File: config.mk
export PLATFORM = sky130hd
export DESIGN_NAME = dmem_responder
export DESIGN_NICKNAME = d
export VERILOG_FILES = /design/src/rtl/dmem_pkg.sv /design/src/rtl/dmem_array.sv /design/src/rtl/dmem_responder.sv
export SDC_FILE = /design/constraint.sdc
export NUM_CORES = 2
export LEC_CHECK = 0
export BUFFER_PORTS_ARGS = -buffer_cell sky130_fd_sc_hd__buf_4
export CAP_MARGIN = 20
export CORE_ASPECT_RATIO = 1.4
export CORE_MARGIN = 1.5
export CORE_UTILIZATION = 50
export DETAILED_ROUTE_END_ITERATION = 10
export GPL_ROUTABILITY_DRIVEN = 0
export GPL_TIMING_DRIVEN = 0
export PLACE_DENSITY_LB_ADDON = 0.08
export SKIP_CTS_REPAIR_TIMING = 1
export SLEW_MARGIN = 15
export SYNTH_ARGS = -nofsm -noshare
export SYNTH_HDL_FRONTEND = slang
export SYNTH_SLANG_ARGS = --single-unit
File: constraint.sdc
create_clock -name clk -period 6.5 [get_ports clk]
set_input_delay 1.3 -clock clk [delete_from_list [all_inputs] [get_ports clk]]
set_output_delay 1.3 -clock clk [all_outputs]
set_load 0.05 [all_outputs]
File: src/rtl/dmem_pkg.sv
// Shared types and constants for the data-memory responder.
package dmem_pkg;

  localparam int WORD_BYTES = 4;
  localparam int LAT_W      = 4;

  typedef enum logic [1:0] {IDLE, WAIT, RESP} dmem_state_t;
  typedef enum logic [1:0] {OP_READ, OP_WRITE, OP_BAD} dmem_op_t;

  // Word-index width; a single-word memory still needs a one-bit index.
  function automatic int idx_width(input int depth);
    return (depth > 1) ? $clog2(depth) : 1;
  endfunction

endpackage

File: src/rtl/dmem_array.sv
// DEPTH x 32 single-port storage: byte-enabled synchronous write, registered read.
module dmem_array
  import dmem_pkg::*;
#(
  parameter int DEPTH = 64,
  parameter int IDX_W = idx_width(DEPTH)
) (
  input  logic                  clk,
  input  logic [IDX_W-1:0]      index,
  input  logic                  re,
  input  logic                  we,
  input  logic [WORD_BYTES-1:0] be,
  input  logic [31:0]           wdata,
  output logic [31:0]           rdata
);

  logic [31:0] mem [DEPTH];

  // NOTE: storage has no reset branch; contents survive reset and map onto RAM.
  always_ff @(posedge clk) begin
    if (we) begin
      for (int i = 0; i < WORD_BYTES; i++) begin
        if (be[i]) mem[index][8*i +: 8] <= wdata[8*i +: 8];
      end
    end
    if (re) rdata <= mem[index];
  end

endmodule

File: src/rtl/dmem_responder.sv
// Load/store port responder: one request at a time, completed after LATENCY
// cycles with a one-cycle Ready pulse, qualified by Error on rejected requests.
module dmem_responder
  import dmem_pkg::*;
#(
  parameter int DEPTH   = 64,
  parameter int LATENCY = 2
) (
  input  logic        clk,
  input  logic        reset,
  input  logic        MemRead,
  input  logic        MemWrite,
  input  logic [31:0] DataAdr,
  input  logic [31:0] WriteData,
  input  logic [3:0]  ByteEn,
  output logic [31:0] ReadData,
  output logic        Ready,
  output logic        Busy,
  output logic        Error
);

  localparam int IDX_W = idx_width(DEPTH);

  dmem_state_t      state, state_nx;
  logic [LAT_W-1:0] cnt;
  dmem_op_t         op_q;
  logic [31:0]      adr_q, wdata_q;
  logic [3:0]       be_q;
  logic             accept, done, bad, rd_valid;
  logic             mem_re, mem_we;
  logic [31:0]      mem_rdata;
  logic [IDX_W-1:0] idx;

  // Rejection is decided on the latched request so it is stable through RESP.
  assign bad = (op_q == OP_BAD) || (adr_q[1:0] != 2'b00) ||
               ({2'b00, adr_q[31:2]} >= 32'(DEPTH));
  assign idx = adr_q[IDX_W+1:2];

  // NOTE: sequential state uses non-blocking assignments only.
  always_ff @(posedge clk) begin
    if (!reset) state <= IDLE;
    else        state <= state_nx;
  end

  // NOTE: default to holding state so every path assigns state_nx (no latch).
  always_comb begin
    state_nx = state;
    unique case (state)
      IDLE:    if (MemRead || MemWrite) state_nx = WAIT;
      WAIT:    if (cnt == '0)           state_nx = RESP;
      RESP:    state_nx = IDLE;
      default: state_nx = IDLE;
    endcase
  end

  always_comb begin
    Busy     = (state != IDLE);
    Ready    = (state == RESP);
    Error    = Ready && bad;
    accept   = (state == IDLE) && (MemRead || MemWrite);
    done     = (state == WAIT) && (cnt == '0);
    mem_we   = reset && done && (op_q == OP_WRITE) && !bad;
    mem_re   = reset && done && (op_q == OP_READ)  && !bad;
    ReadData = rd_valid ? mem_rdata : '0;
  end

  // Request latch and wait counter; only meaningful outside IDLE.
  always_ff @(posedge clk) begin
    if (accept) begin
      adr_q   <= DataAdr;
      wdata_q <= WriteData;
      be_q    <= ByteEn;
      op_q    <= (MemRead && MemWrite) ? OP_BAD : (MemWrite ? OP_WRITE : OP_READ);
      cnt     <= LAT_W'(LATENCY - 1);
    end else if ((state == WAIT) && (cnt != '0)) begin
      cnt <= cnt - LAT_W'(1);
    end
  end

  // Read data stays visible until a later read or a rejection replaces it.
  always_ff @(posedge clk) begin
    if (!reset) begin
      rd_valid <= 1'b0;
    end else if (done) begin
      if (bad)                  rd_valid <= 1'b0;
      else if (op_q == OP_READ) rd_valid <= 1'b1;
    end
  end

  dmem_array #(.DEPTH(DEPTH), .IDX_W(IDX_W)) u_array (
    .clk   (clk),
    .index (idx),
    .re    (mem_re),
    .we    (mem_we),
    .be    (be_q),
    .wdata (wdata_q),
    .rdata (mem_rdata)
  );

endmodule

==> metrics.cfg <==
[place]
io_buffers=106
dp_hpwl_um=241000
placed_cells=7177
preCtsSetupSlack_ns=1.26

[clocking]
clk_pin_slew_ns=0.06
clk-insertion-delay-late_ns=0.90
htreeDepth=4
cts_buffers=199
cts_buffer_depth=3
cts.sinks=2157
root_buffer=clkbuf_16
cts_tree=built

[layout]
nNetsFinal=5332
layoutNonFillerInstCount=7595
area_growth_syn_to_layout_pct=15.6
fill_cells=12500
final_layout_size_suffix_gt1_frac=0.168

[global_routing]
use_met2=0.589
grt_usage=0.389
grt_use_met1=0.451
grt_use_met3=0.141
grt-busiest-layer=met2
grt_pass1_wl_um=432000
grt_max_degree=30
grt_pass1_vias=50100
grt_overflow=0
antenna_found_initial=31

[sta]
slew_headroom=0.0499
worst_pin_slew_ns=1.41
setup_violations=0
fin_crit_ns=5.80
rsz0062_at_grt=false
final-hold-violation-count=0
fin_skew_ns=0.0333
setup_ws_ns=0.699
max_freq_mhz=172
finalCritPeriodShare=0.892
drv_slew=0

[die]
coreArea_mm2=0.164
rows=176
die_h_um=484
die_x_um=347
io-pin-count=107
start_util=0.504
dieArea_mm2=0.168

[detailed_routing]
postRouteAntennaNets=0
drcViolationCount=0
vias_per_cell=6.98
post_drt_wl_per_cell_um=43.3
num_vias=53000
dr.pass1.iters=9
drt_iter0_drc=9894
wl_um=329000

[critical_path]
cp.arrival_ns=6.24
required_ns=6.94
crit_path_start_kind=flip-flop
crit_path_end_kind=flip-flop
criticalPathCategory=flip-flop to flip-flop
cp_max_fo=10

[synthesis]
synth-async-reset-ratio=0
avgSynthCellArea_um2=17.3
yosys-top-cells-area=edfxtp_1 78%, a221oi_1 3.2%, a22oi_1 2.5%, mux2i_1 2.1%, nor2_1 1.8%
yosys_warnings=0
ys_types=63
synth_top_cell_area_share=0.780
seq_area_frac_synth=0.782
synth_nets=4858
synth-edff-count=2150
synth-main-ff-cell=edfxtp_1
ys_ff_latch=2157
netlist_area_mm2=0.0828
synth_cells=4785
yosysTopAreaCell=edfxtp_1

[job]
maxCapViolations=0

[run_status]
outcome=finished, final reports clean

[pwr]
ir_drop_mv=0.309
p_leak_nw=30.5
power_density_mw_per_mm2=348

[hold_path]
hp-class=flip-flop to flip-flop

## state kept, by name, indices dropped and copies added (netlist names)
| register | flops |
|---|---|
| u_array.rdata | 32 |
| wdata_q | 32 |
| u_array.mem | 2048 |
| be_q | 4 |
| adr_q | 32 |
| cnt | 4 |
| state | 2 |
| rd_valid | 1 |
| op_q | 2 |
## metrics by stage
step                      TNS (ns)  power, mW  instance area (um^2)  utilization  hold slack [ns]
final                            0       33.3                 95700        0.583            0.528
after floorplan                  0       18.3                 82800            -            0.480
after CTS                        0       32.9                 95400        0.581            0.528
after detailed placement         0       21.3                 88900        0.541            0.512
after global placement      -61.96       20.8                 86200        0.525            0.496
after global routing             0       33.7                 95600        0.582            0.563
## cell families (layout without fill, tap and decap cells)
group	after synthesis	count (layout)	synth area share
compound gates	1208	1208	0.109
xor+xnor	3	3	0.000318
fa+ha+maj	1	1	0.000151
buf+inv	364	1010	0.0198
flops	2157	2157	0.782
mux	331	331	0.0507
other cells	0	28	0
simple gates	721	721	0.0381
## metal layers
layer / part of all wire / up-vias
li1: - / 20600
met1: 0.33 / 27000
met2: 0.45 / 4305
met3: 0.13 / 1123
met4: 0.094 / 6
met5: 0.00018 / -
## cells in the final DEF (no fill, tap or decap), drive strengths merged, types with 13 or more instances in the layout
cell type and count:
o21ai 115, a2111oi 15, a221oi 303, buf 451
a21o 27, nor3 35, bufinv 25, o31a 13
nand2 145, or4 13, a211o 14, and2 38
o221ai 33, clkbuf 426, o32a 13, diode 28
a22o 70, a221o 15, mux4 61, a211oi 17
o22ai 96, a21oi 141, clkinv 90, inv 14
o22a 13, nor2 401, a22oi 281, mux2i 176
nand4 29, edfxtp 2150, mux2 94, o2bb2ai 17
## worst max-delay path, stage by stage, from the launching register on
cell	delay, ns
edfxtp_1	0.62
buf_6	0.31
buf_4	0.30
buf_2	0.42
buf_2	0.59
buf_4	0.47
buf_2	0.63
a21oi_1	0.20
o21ai_0	1.14
nand4_1	0.63
## cell type report
cell class              count  area (um^2)  share of cell area
flip-flops and latches   2157        64700               0.676
multi-input cells        2264        16600               0.173
clock buffers             246         5260              0.0550
repair buffers            273         3510              0.0367
well taps                2136         2670              0.0279
plain buffers             358         1640              0.0171
clock inverters           127         1260              0.0132
diodes                     28         70.1            0.000732
inverters                   6         22.5            0.000235
## power breakdown
group | switching (mW) | total [mW] | leakage, nW | internal, mW
logic | 3.93 | 5.38 | 7.87 | 1.44
registers | 0.176 | 15.9 | 19.4 | 15.8
clock network | 5.28 | 12.0 | 3.19 | 6.73
total | 9.38 | 33.3 | 30.5 | 23.9
## Yosys cell counts, types with 35 or more instances
master	n
nand2_1	144
mux4_2	61
edfxtp_1	2150
mux2_2	94
clkbuf_1	178
a22oi_1	281
a221oi_1	303
o21ai_0	115
mux2i_1	176
buf_1	42
a22o_1	70
buf_2	113
and2_1	38
o22ai_1	96
nor2_1	399
nor3_1	35
a21oi_1	141
## worst paths after layout
path	from	endpoint	slack (ns)	depth (start not counted)
worst min-delay path	cnt[3]	cnt[3]	0.53	2
worst max-delay path	adr_q[4]	u_array.rdata[5]	0.70	9
worst max register to register	adr_q[4]	u_array.rdata[5]	0.70	9
worst min register to register	cnt[3]	cnt[3]	0.53	2
(Power assumes the default switching activity.)
